**src/rtl/cic_comb_pkg.sv**
```systemverilog
// Shared CIC defaults and width helpers used by the integrator, downsampler and comb sections.
package cic_comb_pkg;

  localparam int unsigned CIC_N_DEFAULT = 3;
  localparam int unsigned CIC_M_DEFAULT = 1;

  // Register growth through the integrators: W_in + N * clog2(R * M).
  function automatic int unsigned cic_width(input int unsigned w_in, input int unsigned n,
                                            input int unsigned r, input int unsigned m);
    return w_in + n * $clog2(r * m);
  endfunction

endpackage

```
**src/rtl/cic_comb_if.sv**
```systemverilog
// Streaming sample bus (tdata/tvalid, no backpressure) between CIC sections.
interface cic_comb_if #(
  parameter int unsigned WIDTH = 8
);
  logic [WIDTH-1:0] tdata;
  logic             tvalid;

  modport master (output tdata, output tvalid);
  modport slave  (input tdata, input tvalid);
endinterface

```
**src/rtl/cic_comb_stage.sv**
```systemverilog
// One comb stage: y[n] = x[n] - x[n-CIC_M], modulo 2^WIDTH, one-cycle latency.
module cic_comb_stage #(
  parameter int unsigned WIDTH = 8,
  parameter int unsigned CIC_M = 1
) (
  input  logic             clk,
  input  logic             reset_n,
  input  logic [WIDTH-1:0] in_data,
  input  logic             in_valid,
  output logic [WIDTH-1:0] out_data,
  output logic             out_valid
);

  logic [CIC_M-1:0][WIDTH-1:0] dly_q;
  logic [WIDTH-1:0]            out_q;
  logic                        valid_q;

  // Delay line advances only on valid samples, so idle gaps do not disturb history.
  always_ff @(posedge clk) begin
    if (!reset_n) begin
      dly_q   <= '0;
      out_q   <= '0;
      valid_q <= 1'b0;
    end else begin
      valid_q <= in_valid;
      if (in_valid) begin
        out_q    <= in_data - dly_q[CIC_M-1];
        dly_q[0] <= in_data;
        for (int i = int'(CIC_M) - 1; i > 0; i--) begin
          dly_q[i] <= dly_q[i-1];
        end
      end
    end
  end

  assign out_data  = out_q;
  assign out_valid = valid_q;

endmodule

```
**src/rtl/cic_comb.sv**
```systemverilog
// CIC decimator comb section: CIC_N cascaded comb stages followed by MSB truncation.
module cic_comb
  import cic_comb_pkg::*;
#(
  parameter int unsigned DATA_WIDTH_INP = 8,
  parameter int unsigned DATA_WIDTH_OUT = 8,
  parameter int unsigned CIC_N          = CIC_N_DEFAULT,
  parameter int unsigned CIC_M          = CIC_M_DEFAULT
) (
  input logic        clk,
  input logic        reset_n,
  cic_comb_if.slave  s_axis_in,
  cic_comb_if.master m_axis_out
);

  logic [CIC_N:0][DATA_WIDTH_INP-1:0] data;
  logic [CIC_N:0]                     valid;

  assign data[0]  = s_axis_in.tdata;
  assign valid[0] = s_axis_in.tvalid;

  for (genvar k = 0; k < CIC_N; k++) begin : g_stage
    cic_comb_stage #(
      .WIDTH (DATA_WIDTH_INP),
      .CIC_M (CIC_M)
    ) u_stage (
      .clk       (clk),
      .reset_n   (reset_n),
      .in_data   (data[k]),
      .in_valid  (valid[k]),
      .out_data  (data[k+1]),
      .out_valid (valid[k+1])
    );
  end

  // Plain truncation: keep the MSBs, no rounding.
  assign m_axis_out.tdata  = data[CIC_N][DATA_WIDTH_INP-1 -: DATA_WIDTH_OUT];
  assign m_axis_out.tvalid = valid[CIC_N];

  if (DATA_WIDTH_OUT < DATA_WIDTH_INP) begin : g_trunc
    logic unused_lsbs;
    assign unused_lsbs = ^data[CIC_N][DATA_WIDTH_INP-DATA_WIDTH_OUT-1:0];
  end

endmodule

```
**src/flat_wrapper.sv**
```systemverilog
// flat-port wrapper written by rule: the top's interface ports become plain ports
module cic_comb_flat import cic_comb_pkg::*;
#(
  parameter int unsigned DATA_WIDTH_INP = 8,
  parameter int unsigned DATA_WIDTH_OUT = 8,
  parameter int unsigned CIC_N          = CIC_N_DEFAULT,
  parameter int unsigned CIC_M          = CIC_M_DEFAULT
)
  (clk, reset_n, s_axis_in_tdata, s_axis_in_tvalid, m_axis_out_tdata, m_axis_out_tvalid);
  cic_comb_if #(.WIDTH(8)) s_axis_in_i ();
  cic_comb_if #(.WIDTH(8)) m_axis_out_i ();
  input logic clk;
  input logic reset_n;
  input wire logic [$bits(s_axis_in_i.tdata)-1:0] s_axis_in_tdata;
  input wire logic [$bits(s_axis_in_i.tvalid)-1:0] s_axis_in_tvalid;
  output wire logic [$bits(m_axis_out_i.tdata)-1:0] m_axis_out_tdata;
  output wire logic [$bits(m_axis_out_i.tvalid)-1:0] m_axis_out_tvalid;
  assign s_axis_in_i.tdata = s_axis_in_tdata;
  assign s_axis_in_i.tvalid = s_axis_in_tvalid;
  assign m_axis_out_tdata = m_axis_out_i.tdata;
  assign m_axis_out_tvalid = m_axis_out_i.tvalid;
  cic_comb #(.DATA_WIDTH_INP(DATA_WIDTH_INP), .DATA_WIDTH_OUT(DATA_WIDTH_OUT), .CIC_N(CIC_N), .CIC_M(CIC_M)) u_core (.clk(clk), .reset_n(reset_n), .s_axis_in(s_axis_in_i), .m_axis_out(m_axis_out_i));
endmodule
```
**config.mk**
```make
export PLATFORM = sky130hd
export DESIGN_NAME = cic_comb_flat
export DESIGN_NICKNAME = d
export VERILOG_FILES = /design/src/rtl/cic_comb_pkg.sv /design/src/rtl/cic_comb_if.sv /design/src/rtl/cic_comb_stage.sv /design/src/rtl/cic_comb.sv /design/src/flat_wrapper.sv
export SDC_FILE = /design/constraint.sdc
export NUM_CORES = 1
export LEC_CHECK = 0
export CAP_MARGIN = 20
export CORE_ASPECT_RATIO = 1.2
export CORE_UTILIZATION = 59
export CTS_CLUSTER_DIAMETER = 40
export DETAILED_ROUTE_END_ITERATION = 12
export HOLD_SLACK_MARGIN = 0.1
export PLACE_DENSITY_LB_ADDON = 0.15
export SKIP_CTS_REPAIR_TIMING = 1
export SLEW_MARGIN = 15
export SYNTH_ARGS = -nofsm -noshare
export SYNTH_HDL_FRONTEND = slang
export SYNTH_SLANG_ARGS = --single-unit
```
**constraint.sdc**
```tcl
create_clock -name clk -period 2.1 [get_ports clk]
set_input_delay 0.42 -clock clk [delete_from_list [all_inputs] [get_ports clk]]
set_output_delay 0.42 -clock clk [all_outputs]
set_load 0.01 [all_outputs]
```
==> results of run 1 <==
## placed cells by master (no fill, tap or decap), drive strengths merged
cell type	synthesis	final
a211oi	18	18
a21o	3	3
a21oi	9	9
a31oi	6	6
and3	3	3
buf	18	11
clkbuf	3	8
clkdlybuf4s50	0	19
dfxtp	51	51
fa	3	3
ha	21	21
inv	31	31
mux2i	27	27
nand2	15	15
nand2b	3	3
nand3	12	12
nand4b	3	3
nor2	45	45
nor2b	6	6
nor3	6	6
o2111ai	3	3
o211ai	3	3
o21a	6	6
o21ai	21	21
o311ai	3	3
or3	6	6
xnor2	6	6
xor2	3	3
## flip-flops by register name (all words and copies together) (netlist names)
signal	cells
u_core.g_stage.u_stage.out_data	24
u_core.g_stage.u_stage.dly_q	24
u_core.g_stage.u_stage.out_valid	3
## where the power goes
group          internal [µW]  switching, µW
combinational            232            280
clock                    301            300
sequential              1030           39.9
total                   1560            620
## metrics by stage
stage	total power [µW]	hold WS [ns]	util	setup TNS [ns]
global placement	1581	0.4683	0.6669	-0.2369
global route	2309	0.5078	0.6896	0
CTS	2205	0.4841	0.6886	0
floorplan	1464	0.4543	-	0
detailed placement	1598	0.4721	0.6669	-0.3359
finish	2179	0.4792	0.6896	0
## worst register-to-register path: stages, from the launching register on
cell	delay, ns
dfxtp_1	0.33
inv_1	0.06
ha_1	0.16
inv_1	0.06
fa_1	0.40
a21o_1	0.21
a211oi_1	0.31
or3_1	0.17
nand3_1	0.06
## synth_stat cells
cell type   n  share of area
buf_2       6          0.010
o2111ai_1   3         0.0092
ha_1       21          0.092
o311ai_0    3         0.0092
nor2_1     45          0.059
nor2b_1     6          0.013
o211ai_1    3         0.0079
a211oi_1   18          0.047
and3_1      3         0.0065
xnor2_1     6          0.018
a21o_1      3         0.0079
clkbuf_1    3         0.0039
inv_2       4         0.0052
xor2_1      3         0.0092
dfxtp_1    51           0.36
o21a_1      6          0.016
inv_1      27          0.035
nor3_1      6          0.010
nand2b_1    3         0.0065
buf_4      10          0.026
a31oi_1     6          0.013
nand4b_1    3         0.0092
fa_1        3          0.021
a21oi_1     9          0.016
o21ai_0    21          0.037
buf_6       2         0.0079
or3_1       6          0.013
nand3_1    12          0.021
nand2_1    15          0.020
mux2i_1    27          0.094
## final timing paths
check,start,end,slack [ns]
max,s_axis_in_tdata[0],u_core.g_stage[0].u_stage.out_data[6]$_SDFFE_PN0P_,0.17
min,u_core.g_stage[2].u_stage.out_data[0]$_SDFFE_PN0P_,u_core.g_stage[2].u_stage.out_data[0]$_SDFFE_PN0P_,0.48
max reg2reg,u_core.g_stage[0].u_stage.out_data[0]$_SDFFE_PN0P_,u_core.g_stage[1].u_stage.out_data[6]$_SDFFE_PN0P_,0.23
min reg2reg,u_core.g_stage[2].u_stage.out_data[0]$_SDFFE_PN0P_,u_core.g_stage[2].u_stage.out_data[0]$_SDFFE_PN0P_,0.48
## metal layers
layer | GRT usage | share of wire | wire length (µm) | up-vias
met4 | 0.1217 | 0.032 | 163 | 0
met2 | 0.4286 | 0.53 | 2754 | 35
met1 | 0.2264 | 0.41 | 2133 | 1057
met3 | 0.04506 | 0.022 | 113 | 12
met5 | 0 | 0 | 0 | -
li1 | - | - | - | 1191
## final cells by class
type | instances | area (µm²) | share of cell area
clock buffer | 8 | 100.1 | 0.03136
inverter | 31 | 116.4 | 0.03646
multi-input combinational | 231 | 1597 | 0.5002
sequential | 51 | 1021 | 0.3199
tap | 58 | 72.57 | 0.02274
timing repair buffer | 30 | 285.3 | 0.08938
## cells by family after synthesis
kind of cell	synth area share
AOI/OAI and AO/OA	0.1623
xor gates and xnor gates	0.02749
adders and majority gates	0.1126
buffers and inverters	0.08900
DFF	0.3560
muxes	0.09424
and+or+nand+nor	0.1584
==> flow_summary.json, run 1 <==
{
  "status": "completed",
  "rows": 27,
  "crit_slowest_cell": "clkdlybuf4s50_1",
  "crit_buf_inv": 3,
  "irDropWorstVdd_v": 0.0004698,
  "crit_family": "adder cells",
  "synthDistinctLibCells": 30,
  "clock_latency_ns": 0.30,
  "drive_gt1_frac": 0.06553,
  "routed_wl_um": 5163,
  "final_area_um2": 3192,
  "dpl_worst_slack_ns": -0.1819,
  "worstRegToRegCells": 8,
  "fin_cells": 409,
  "overflow": 0,
  "skew_ns": 0.002873,
  "post-route-min-period_ns": 1.930,
  "hold_violations": 0,
  "tightestPinTransition_ns": 0.4215,
  "vias_per_cell": 5.611,
  "dieArea_um2": 5145,
  "syn2layout_area_growth_pct": 11.30,
  "core_area_um2": 4628,
  "clk_pin_slew_ns": 0.08,
  "leakagePower_uw": 0.001247,
  "min_period_over_period": 0.9190,
  "grt_pass1_wl_um": 9142,
  "slew_headroom": 0.7173,
  "avgRoutedWirePerCell_um": 12.62,
  "fill_cells": 400,
  "hold_depth": 2,
  "hold_path.class": "flip-flop to flip-flop",
  "cts_buffers": 5,
  "arrival_ns": 2.12,
  "clock_path_buffers": 2,
  "grt_use_total": 0.2280,
  "die_h_um": 78.37,
  "port_buffers": 19,
  "power_density_nw_per_um2": 682.7,
  "crit_top_cell": "inv_1",
  "grt_max_degree": 31,
  "ys_ff_latch": 51,
  "timing.final.ws_setup_ns": 0.1701,
  "grt_pass1_vias": 2194,
  "maxCapViolations": 0,
  "cpPeakStageDelay_ns": 0.42,
  "die_width_um": 65.65,
  "syn-instance-count": 334,
  "cp-end-kind": "flip-flop",
  "ios": 20,
  "insertedDiodeCount": 0,
  "yosys_warnings": 0,
  "crit_fanout": 2,
  "grt_antenna_before_repair": 0,
  "routabilityCongestion": 0.8513,
  "placedCellCount": 401,
  "htreeDepth": 2,
  "clock_sinks": 51,
  "syn_avg_cell_area_um2": 8.586,
  "required_ns": 2.29,
  "nNetsFinal": 385,
  "root_buffer": "clkbuf_8",
  "vias": 2295,
  "synthesis.area_um2": 2868,
  "synth_nets": 369,
  "slew_viol_final": 0,
  "drtAntennaViolNets": 0,
  "setup.worst_path.start_class": "primary input",
  "crit_type": "primary input to flip-flop",
  "grt_setup_unrepaired": "no",
  "drc": 0,
  "cp_cell_sequence": "clkdlybuf4s50_1 -> inv_1 -> ha_1 -> inv_1 -> fa_1 -> a21o_1 -> a211oi_2 -> or3_1 -> nand3_1",
  "tritoncts": "done",
  "initialDrtViolationCount": 67,
  "synth-seq-area-share": 0.3560,
  "max_freq_mhz": 518.2,
  "start_util": 0.6196,
  "setup_viol": 0,
  "path_depth": 9,
  "drtPass1Iterations": 4,
  "dpl.hpwl_um": 3924,
  "placed_cell_area_um2": 3087
}
Power figures use the tool's default switching activity.
==> run 2, diff against run 1 <==
--- a/config.mk
+++ b/config.mk
@@ -6,8 +6,11 @@
 export NUM_CORES = 1
 export LEC_CHECK = 0
 export CAP_MARGIN = 20
+export CELL_PAD_IN_SITES_DETAIL_PLACEMENT = 1
+export CELL_PAD_IN_SITES_GLOBAL_PLACEMENT = 2
 export CORE_ASPECT_RATIO = 1.2
-export CORE_UTILIZATION = 59
+export CORE_UTILIZATION = 37
+export CTS_BUF_LIST = sky130_fd_sc_hd__clkbuf_4
 export CTS_CLUSTER_DIAMETER = 40
 export DETAILED_ROUTE_END_ITERATION = 12
 export HOLD_SLACK_MARGIN = 0.1
==> flow_summary.json, run 2 (synthesized netlist as in run 1, its figures left out) <==
{
  "crit_type": "flip-flop to flip-flop",
  "avgRoutedWirePerCell_um": 13.64,
  "root_buffer": "clkbuf_4",
  "setup.worst_path.start_class": "flip-flop",
  "syn2layout_area_growth_pct": 11.69,
  "multi_input_area_um2": 1592,
  "grt_pass1_wl_um": 10090,
  "dpl.hpwl_um": 4646,
  "tritoncts": "done",
  "grt_pass1_vias": 2364,
  "post-route-min-period_ns": 1.923,
  "initialDrtViolationCount": 63,
  "nNetsFinal": 389,
  "hold_path.class": "flip-flop to flip-flop",
  "grt_antenna_before_repair": 0,
  "tightestPinTransition_ns": 0.4584,
  "grt_use_total": 0.1617,
  "drc": 0,
  "status": "completed",
  "max_freq_mhz": 519.9,
  "min_period_over_period": 0.9159,
  "required_ns": 2.37,
  "crit_slowest_cell": "fa_1",
  "setup_viol": 0,
  "htreeDepth": 2,
  "dieArea_um2": 8108,
  "die_h_um": 98.44,
  "fill_cells": 911,
  "ios": 20,
  "clk_pin_slew_ns": 0.15,
  "slew_headroom": 0.6926,
  "leakagePower_uw": 0.001243,
  "cpPeakStageDelay_ns": 0.40,
  "cp_cell_sequence": "inv_1 -> ha_1 -> inv_1 -> fa_1 -> a21o_1 -> a211oi_1 -> or3_1 -> nand3_1",
  "placedCellCount": 437,
  "start_util": 0.3897,
  "setup_tns_ns": 0,
  "irDropWorstVdd_v": 0.0002481,
  "core_area_um2": 7360,
  "crit_family": "adder cells",
  "arrival_ns": 2.19,
  "vias": 2376,
  "grt_setup_unrepaired": "no",
  "crit_buf_inv": 2,
  "cts_buffers": 5,
  "overflow": 0,
  "crit_fanout": 3,
  "skew_ns": 0.01230,
  "vias_per_cell": 5.351,
  "final_cell_mix": "dfxtp_1 (51), nor2_1 (45), inv_1 (27), mux2i_1 (27)",
  "fin_cells": 444,
  "routabilityCongestion": 0.8773,
  "drtAntennaViolNets": 0,
  "slew_viol_final": 0,
  "drtPass1Iterations": 6,
  "cp-end-kind": "flip-flop",
  "crit_top_cell": "inv_1",
  "port_buffers": 19,
  "clock_sinks": 51,
  "mostFrequentLayoutCell": "dfxtp_1",
  "die_width_um": 82.37,
  "clock_latency_ns": 0.37,
  "power_density_nw_per_um2": 633.8,
  "clock_path_buffers": 2,
  "rows": 34,
  "drive_gt1_frac": 0.07062,
  "insertedDiodeCount": 0,
  "hold_violations": 0,
  "routed_wl_um": 6056,
  "maxCapViolations": 0,
  "grt_max_degree": 31,
  "regArea_um2": 1021
}
==> run 2: cell count changes in the layout (fill, tap and decap cells not counted) <==
cell / previous run / this run
clkinv_1: 0 / 1
a211oi_1: 17 / 18
clkbuf_4: 0 / 5
clkinv_2: 0 / 1
a211oi_2: 1 / 0
buf_4: 10 / 14
clkbuf_8: 7 / 0
clkbuf_1: 1 / 0
==> run 2: worst paths after layout <==
check                                                          start                                                  to  slack (ns)  cells after the start
setup / recovery  u_core.g_stage[0].u_stage.out_data[0]$_SDFFE_PN0P_  u_core.g_stage[1].u_stage.out_data[6]$_SDFFE_PN0P_        0.18                      8
hold / removal    u_core.g_stage[2].u_stage.out_data[2]$_SDFFE_PN0P_  u_core.g_stage[2].u_stage.out_data[2]$_SDFFE_PN0P_        0.49                      2
setup reg to reg  u_core.g_stage[0].u_stage.out_data[0]$_SDFFE_PN0P_  u_core.g_stage[1].u_stage.out_data[6]$_SDFFE_PN0P_        0.18                      8
hold reg to reg   u_core.g_stage[2].u_stage.out_data[2]$_SDFFE_PN0P_  u_core.g_stage[2].u_stage.out_data[2]$_SDFFE_PN0P_        0.49                      2
==> run 2: power breakdown <==
group / switching (µW) / total (µW) / internal [µW]
Sequential: 40.6 / 1070 / 1030
Combinational: 292 / 531 / 238
Clock: 311 / 431 / 120
Total: 644 / 2030 / 1390
==> run 2: layout make-up <==
cell class / count / share of cell area
clock buffer: 5 / 0.01172
tap: 90 / 0.03516
multi-input combinational: 231 / 0.4969
timing repair buffer: 34 / 0.09844
inverter: 31 / 0.03633
clock inverter: 2 / 0.002734
sequential: 51 / 0.3188
==> run 2: routing by layer <==
layer | up-vias | global-route usage | share of wire
met2 | 31 | 0.3128 | 0.53
met5 | - | 0 | 0
li1 | 1201 | - | -
met3 | 13 | 0.02870 | 0.020
met1 | 1131 | 0.1618 | 0.42
met4 | 0 | 0.06748 | 0.029
==> run 2: worst reg2reg max path, stage by stage (launching register included) <==
cell and delay [ns]:
dfxtp_1 0.35, inv_1 0.06, ha_1 0.18, inv_1 0.06, fa_1 0.40, a21o_1 0.22
a211oi_1 0.32, or3_1 0.17, nand3_1 0.06
==> run 2: through the flow <==
stage | total power, µW | instance area [µm²] | util | hold slack [ns] | setup WS, ns
after global routing | 2163 | 3203 | 0.4352 | 0.5402 | 0.1023
after detailed placement | 1629 | 3157 | 0.4289 | 0.4819 | -0.2137
after floorplan | 1464 | 2868 | - | 0.4543 | 0.3203
after global placement | 1614 | 3157 | 0.4289 | 0.4705 | -0.1615
final | 2030 | 3203 | 0.4352 | 0.4918 | 0.1767
after CTS | 2063 | 3203 | 0.4352 | 0.5035 | 0.1590
